--- src/rtl/ula_pkg.sv ---
// Shared ULA definitions: datapath width, divider FSM encoding, divide-by-zero quotient.
// Latency: n/a (constants only).
// Backpressure: n/a.
package ula_pkg;

  parameter int WIDTH = 32;

  parameter logic [1:0] S_IDLE = 2'd0;
  parameter logic [1:0] S_CALC = 2'd1;
  parameter logic [1:0] S_DONE = 2'd2;

  // Quotient reported when the divisor is zero.
  parameter logic [WIDTH-1:0] DIV0_QUOT = '1;

endpackage

--- src/rtl/subtrator_33bit.sv ---
// Trial-subtract stage: diff = x - y (mod 2^33), borrow = (x < y).
// Latency: combinational.
// Backpressure: none.
// Ports: x, y - 33-bit operands; diff - 33-bit difference; borrow - unsigned underflow.
module subtrator_33bit (
  input  logic [32:0] x,
  input  logic [32:0] y,
  output logic [32:0] diff,
  output logic        borrow
);

  // One extra bit on top carries the true unsigned borrow out.
  assign {borrow, diff} = {1'b0, x} - {1'b0, y};

endmodule

--- src/rtl/divisor_32bit.sv ---
// Multi-cycle unsigned restoring divider, one quotient bit per cycle.
// Latency: done 33 cycles after the accepting edge (1 cycle for divide by zero).
// Backpressure: start is only sampled in IDLE; requests during CALC/DONE are dropped.
// Ports: clk, rst_n (async active-low); start, a (dividend), b (divisor) in;
//        busy (in CALC), done (1-cycle pulse), q, r, div_zero out, all registered
//        and held until the next done.
module divisor_32bit
  import ula_pkg::*;
(
  input  logic             clk,
  input  logic             rst_n,
  input  logic             start,
  input  logic [WIDTH-1:0] a,
  input  logic [WIDTH-1:0] b,
  output logic             busy,
  output logic             done,
  output logic [WIDTH-1:0] q,
  output logic [WIDTH-1:0] r,
  output logic             div_zero
);

  localparam int CW = $clog2(WIDTH);

  logic [1:0]       state;
  logic [1:0]       state_nxt;
  logic [CW-1:0]    count;
  logic [WIDTH-1:0] rem;
  logic [WIDTH-1:0] qs;
  logic [WIDTH-1:0] d;
  logic             dz;

  logic [WIDTH:0]   t;
  logic [WIDTH:0]   diff;
  logic             borrow;
  logic             qbit;

  logic             busy_nxt;
  logic             done_nxt;
  logic             load_res;

  // Trial subtract: shift the next dividend bit into the partial remainder.
  assign t = {rem, qs[WIDTH-1]};

  subtrator_33bit u_sub (
    .x      (t),
    .y      ({1'b0, d}),
    .diff   (diff),
    .borrow (borrow)
  );

  // Since rem < d always holds, t < 2d and diff's MSB equals the true borrow;
  // rejecting on either keeps the rule correct even if that invariant is broken.
  assign qbit = ~(diff[WIDTH] | borrow);

  // State register
  always_ff @(posedge clk or negedge rst_n) begin
    if (!rst_n) state <= S_IDLE;
    else        state <= state_nxt;
  end

  // Next-state logic
  always_comb begin
    state_nxt = state;
    case (state)
      S_IDLE: if (start) state_nxt = (b == '0) ? S_DONE : S_CALC;
      S_CALC: if (count == '0) state_nxt = S_DONE;
      S_DONE: state_nxt = S_IDLE;
      default: state_nxt = S_IDLE;
    endcase
  end

  // Output decode; the values are registered below, so every output lags the
  // state by one edge (busy covers edges k+1..k+32, done lands at k+33).
  always_comb begin
    busy_nxt = 1'b0;
    done_nxt = 1'b0;
    load_res = 1'b0;
    case (state)
      S_CALC: busy_nxt = 1'b1;
      S_DONE: begin
        done_nxt = 1'b1;
        load_res = 1'b1;
      end
      default: ;
    endcase
  end

  // Iteration datapath. Divide by zero preloads the final results into qs/rem
  // so DONE publishes both cases through the same path.
  always_ff @(posedge clk or negedge rst_n) begin
    if (!rst_n) begin
      count <= '0;
      rem   <= '0;
      qs    <= '0;
      d     <= '0;
      dz    <= 1'b0;
    end else begin
      case (state)
        S_IDLE: begin
          if (start) begin
            d <= b;
            if (b == '0) begin
              qs  <= DIV0_QUOT;
              rem <= a;
              dz  <= 1'b1;
            end else begin
              qs    <= a;
              rem   <= '0;
              count <= CW'(WIDTH - 1);
              dz    <= 1'b0;
            end
          end
        end
        S_CALC: begin
          rem   <= qbit ? diff[WIDTH-1:0] : t[WIDTH-1:0];
          qs    <= {qs[WIDTH-2:0], qbit};
          count <= count - 1'b1;
        end
        default: ;
      endcase
    end
  end

  // Registered outputs
  always_ff @(posedge clk or negedge rst_n) begin
    if (!rst_n) begin
      busy     <= 1'b0;
      done     <= 1'b0;
      q        <= '0;
      r        <= '0;
      div_zero <= 1'b0;
    end else begin
      busy <= busy_nxt;
      done <= done_nxt;
      if (load_res) begin
        q        <= qs;
        r        <= rem;
        div_zero <= dz;
      end
    end
  end

endmodule

--- config.mk ---
export PLATFORM = sky130hd
export DESIGN_NAME = divisor_32bit
export DESIGN_NICKNAME = d
export VERILOG_FILES = /design/src/rtl/ula_pkg.sv /design/src/rtl/subtrator_33bit.sv /design/src/rtl/divisor_32bit.sv
export SDC_FILE = /design/constraint.sdc
export NUM_CORES = 1
export LEC_CHECK = 0
export ABC_AREA = 1
export CAP_MARGIN = 20
export CORE_MARGIN = 4
export CORE_UTILIZATION = 55
export CTS_CLUSTER_SIZE = 28
export DETAILED_ROUTE_END_ITERATION = 10
export GPL_TIMING_DRIVEN = 0
export PLACE_DENSITY = 0.77
export SYNTH_ARGS = -nofsm -noshare
export SYNTH_HDL_FRONTEND = slang
export SYNTH_SLANG_ARGS = --single-unit
--- constraint.sdc ---
create_clock -name clk -period 4.9 [get_ports clk]
set_input_delay 1.47 -clock clk [delete_from_list [all_inputs] [get_ports clk]]
set_output_delay 1.47 -clock clk [all_outputs]
set_load 0.01 [all_outputs]
# Yosys cells after proc, flatten, opt, wreduce, memory -nomap -nowiden
# Index checks and enable logic that the tools add are counted.
dict set report word_totals {
  regBits 171
  out_inout_bits 67
}
dict set report op_classes {
  addsub 2
  eq_ne 5
  muxes 17
  n_bitwise 2
  reduce_logical 8
}
# op count
set ops {}
lappend ops {{2-to-1 mux 32 bit} 5}
lappend ops {{case mux 32 bit (2 select lines)} 2}
lappend ops {{subtractor 33 x 32 -> 34 bit} 1}
lappend ops {{logical NOT 32 bit} 1}
lappend ops {{2-to-1 mux 5 bit} 2}
lappend ops {{case mux 5 bit (2 select lines)} 1}
lappend ops {{2-to-1 mux 2 bit} 3}
lappend ops {{!= test 2 bit (second input constant)} 3}
lappend ops {{AND reduction 2 bit} 3}
lappend ops {{logical NOT 5 bit} 1}
lappend ops {{subtractor 5 x 1 -> 5 bit (second input constant)} 1}
lappend ops {{case mux 2 bit (2 select lines)} 1}
lappend ops {{2-to-1 mux 1 bit} 3}
lappend ops {{AND reduction 3 bit} 1}
lappend ops {{== test 2 x 1 -> 1 bit (second input constant)} 1}
lappend ops {{== test 2 bit (second input constant)} 1}
lappend ops {{logical NOT 2 bit} 1}
lappend ops {{nonzero test 2 bit} 1}
lappend ops {{inverter 1 bit} 1}
lappend ops {{bitwise OR 1 bit} 1}

# Longest topological paths before layout
dict set report depth {
  depth_word 4
  mapped_depth 19
}

# Cells and area by module
# Synthesis repeated with hierarchy kept, for this count alone.
dict set report hier_totals {
  cells_unflattened 1495
  hier_area_um2 10229.8
}
# mod n_inst cells_per_inst area_per_inst_um2 seq_area_each_um2
set by_module_without_submodules {}
lappend by_module_without_submodules {divisor_32bit 1 916 7563.5 4279.1}
lappend by_module_without_submodules {subtrator_33bit 1 579 2666.3 0.0}

# Least setup slack after synthesis
# OpenSTA, ideal clock, no wires.
dict set report synth_path {
  path_type {input to register}
  startpoint {input port b[7]}
  endpoint {register rem[29]}
  t_arrival_ns 2.656
  setup_slack_ns 2.171
  stages 8
  cell_sequence {inv_1 nand3_1 nor3_1 nand2_1 nor2_1 clkbuf_1 a31oi_1 a21oi_2}
}
dict set report synth_via {
  elab_chain_len 4
}
# element line
set synth_rtl {}
lappend synth_rtl {{from (decl)} divisor_32bit.sv:14} ;# input logic [WIDTH-1:0] b,
lappend synth_rtl {{logical NOT 32 bit} divisor_32bit.sv:102} ;# if (b == '0) begin
lappend synth_rtl {{2-to-1 mux 32 bit} divisor_32bit.sv:102}
lappend synth_rtl {{2-to-1 mux 32 bit} divisor_32bit.sv:100} ;# if (start) begin
lappend synth_rtl {{case mux 32 bit (2 select lines)} divisor_32bit.sv:98} ;# case (state)
lappend synth_rtl {{to (signal assigned)} divisor_32bit.sv:115} ;# rem <= qbit ? diff[WIDTH-1:0] : t[WIDTH-1:0];
lappend synth_rtl {{to (decl)} divisor_32bit.sv:27} ;# logic [WIDTH-1:0] rem;
# Every way passes these cells. The select of a mux whose other input is x is not followed.
# A chain may end at the register's enable or synchronous reset.

# Worst setup path in the final report
dict set report layout_path {
  startpoint {input port b[11]}
  endpoint {register rem[25]}
}
# Same word-level chain as after synthesis.

==> flow_metrics.env <==
export IMPL_dominantRegCellSynth="dfrtp_1"
export IMPL_syn_nets=1500
export IMPL_synth_edf_count=0
export IMPL_cts_setup_buffers=0
export IMPL_finish_net_count=1653
export IMPL_initial_utilization_pct=56.0
export IMPL_postSynth_asyncResetShare_pct=100
export IMPL_postSynthRegisterBits=171
export IMPL_tightest_slew_margin_relative_to_the_limit_pct=51.9
export IMPL_initialDrtViolationCount=865
export IMPL_finalMaxSlewViolations=0
export IMPL_critical_path_max_stage_delay_ns=0.57
export IMPL_critical_path_arrival_ns=3.82
export IMPL_finalWorstPathRequiredPeriod_ns=3.46
export IMPL_num_io_pins=134
export IMPL_synth_area_um2=10100
export IMPL_die_outline_area_um2=20600
export IMPL_fillCellCount=1562
export IMPL_clkLatencyLatePin_ns=0.44
export IMPL_area_occupied_by_multi_input_gates_um2=4640
export IMPL_numPortBuffers=133
export IMPL_clock_tree_from_tritoncts="yes"
export IMPL_buffer_levels_on_the_longest_clock_path=2
export IMPL_yosys_cell_types_count=39
export IMPL_first_global_vias=9279
export IMPL_final_setup_violation_count=0
export IMPL_num_antenna_cells=0
export IMPL_max_cap_violations=0
export IMPL_run_status="finished, final reports clean"
export IMPL_postCtsResizedCells=0
export IMPL_standard_cell_with_the_maximum_stage_delay_on_the_critical_path="nor2_1"
export IMPL_critPathTopFamily="simple AND/OR/NAND/NOR gates"
export IMPL_grt_antenna_before_repair=0
export IMPL_ys_seq_area_share_pct=42.4
export IMPL_syn_area_per_cell_um2=7.22
export IMPL_most_frequent_cells_in_the_layout="nand2_1, inv_1, dfrtp_1, clkdlybuf4s50_1, o21ai_0"
export IMPL_clock_fmax_ghz=0.289
export IMPL_route_detailed_vias_per_inst=5.46
export IMPL_seqCellArea_um2=4280
export IMPL_worst_ir_drop_vdd_mv=0.403
export IMPL_cp_required_ns=5.26
export IMPL_antenna_left=0
export IMPL_detailed_place_hpwl_mm=23.1
export IMPL_layout_commonest_cell="nand2_1"
export IMPL_total_leakage_power_uw=0.00626
export IMPL_grt_max_degree=102
export IMPL_gp_congestion=0.943
export IMPL_finish_utilization_pct=68.4
export IMPL_number_of_failing_hold_endpoints_at_the_final_stage=0
export IMPL_startpoint_type="input pin"
export IMPL_gr_usage_all_layers_pct=29.1
export IMPL_final_setup_tns_ns=0
export IMPL_routed_wirelength_mm=29.2
export IMPL_worst_slew_pin_tran_ns=0.721
export IMPL_tritoncts_num_buffers=17
export IMPL_grt_pass1_wl_mm=46.8
export IMPL_end_kind="flip-flop"
export IMPL_setup_reg_to_reg_worst_slack_ns=2.05
export IMPL_clock_skew_final_ns=0.00840
export IMPL_cts_clk_slew_worst_paths_ns=0.07
export IMPL_path_buf_inv=3
export IMPL_core_area_um2=18000
export IMPL_power_density_cell_area_nw_per_um2=852
export IMPL_gr_total_overflow=0
export IMPL_drive_gt1_share_pct=4.86
export IMPL_ys_warn_count=0
export IMPL_drc=0
export IMPL_timing_critical_path_cells="clkdlybuf4s50_1, inv_1, nand4_1, nor3_1, nand2_1, nor2_1, clkbuf_1, a31oi_1, a21oi_1"
export IMPL_chipWidth_um=143
export IMPL_ctsHtreeMaxLevel=4
export IMPL_routed_via_count=9796
export IMPL_die_height_um=143
export IMPL_rsz_0062_raised_after_global_routing="false"
export IMPL_timing_setup_critical_path_class="input pin to flip-flop"
export IMPL_tritoncts_num_sinks=171
export IMPL_worst_path_max_fanout=10
export IMPL_detail_route_first_pass_iterations=6
export IMPL_syn_to_final_growth_pct=22.1
export IMPL_finalCritPeriodShare_pct=70.6
export IMPL_worst_hold_path_type="flip-flop to flip-flop"
export IMPL_drt_wirelength_per_cell_um=16.3
export IMPL_cts_hold_repair_buffers=0
export IMPL_root_buffer="clkbuf_16"
export IMPL_syn_instance_count=1398
export IMPL_placementRows=49
## cell type report
type,instances,area share [%]
Inverter,243,7.40
Sequential cell,171,34.7
Tap cell,229,2.32
Multi-Input combinational cell,924,37.6
Timing Repair Buffer,134,11.1
Clock buffer,18,3.48
Clock inverter,14,1.26
Buffer,60,2.18
## metrics by stage
stage / area, um^2 / worst slack (ns) / total power [uW] / instances / hold WS [ns]
floorplan: 10100 / 2.17 / 7050 / 1398 / 0.447
global placement: 11700 / -4.59 / 8910 / 1760 / 0.460
detailed placement: 11700 / 1.04 / 9060 / 1761 / 0.467
CTS: 12300 / 1.46 / 10400 / 1793 / 0.487
global route: 12300 / 1.30 / 11500 / 1793 / 0.504
finish: 12300 / 1.44 / 10500 / 1793 / 0.484
## power by group
part           leakage, uW  switching (uW)  internal (uW)
logic              0.00385            4090           2510
registers          0.00212             475           2080
clock network     0.000285             663            682
total              0.00626            5230           5270
## tightest hold or removal path: cells and delay by family (launching register included)
family / cells / cell delay [ns]
DFF: 1 / 0.35
and+or+nand+nor: 1 / 0.05
AOI/OAI and AO/OA: 1 / 0.05
## routing by layer
layer  GRT usage, %  wire length (um)
met5              0                 0
met2           46.7             13200
met1           40.3             12800
met4           9.56               820
met3           4.93              2350
## state kept, by name (all words and copies together), names as in the netlist, 2 cells and up
signal  cells
r          32
rem        32
d          32
q          32
qs         32
state       2
count       5
## path summary, 6_finish.rpt
| check | cells after the start | end | startpoint |
|---|---|---|---|
| max | 9 | rem[25] | b[11] |
| min | 2 | d[18] | d[18] |
| max reg2reg | 18 | rem[29] | qs[31] |
| min reg2reg | 2 | d[18] | d[18] |
| max in group asynchronous | 2 | r[24] | rst_n |
| min in group asynchronous | 1 | div_zero | rst_n |
## synthesized netlist by cell type (3+ instances only)
cell type / n / area share (%)
o21bai_1: 4 / 0.30
nor2_1: 88 / 3.3
buf_6: 3 / 0.33
a21oi_1: 66 / 3.3
xor2_1: 3 / 0.26
clkbuf_1: 42 / 1.6
o211ai_1: 18 / 1.3
nor2_2: 6 / 0.37
dfrtp_1: 171 / 42
inv_1: 238 / 8.8
nand4_1: 12 / 0.74
nand3b_1: 10 / 0.74
o22ai_1: 15 / 0.93
a31oi_1: 30 / 1.9
nor3_1: 10 / 0.50
o21ai_0: 106 / 5.3
xnor2_1: 14 / 1.2
a22oi_1: 16 / 1.2
nand3_1: 86 / 4.3
buf_2: 11 / 0.55
nand2_1: 380 / 14
nand2_2: 8 / 0.50
ha_1: 34 / 4.2
inv_2: 5 / 0.19
## cell families (layout without fill, tap and decap cells)
family	count (synthesis)	in the layout	synth area share [%]
compound gates	262	262	14.7
xor+xnor	17	17	1.47
fa+ha+maj	35	35	4.41
buf+inv	303	469	11.7
flops	171	171	42.4
simple gates	610	610	25.4
No activity file was read; power rests on OpenSTA's default activity.
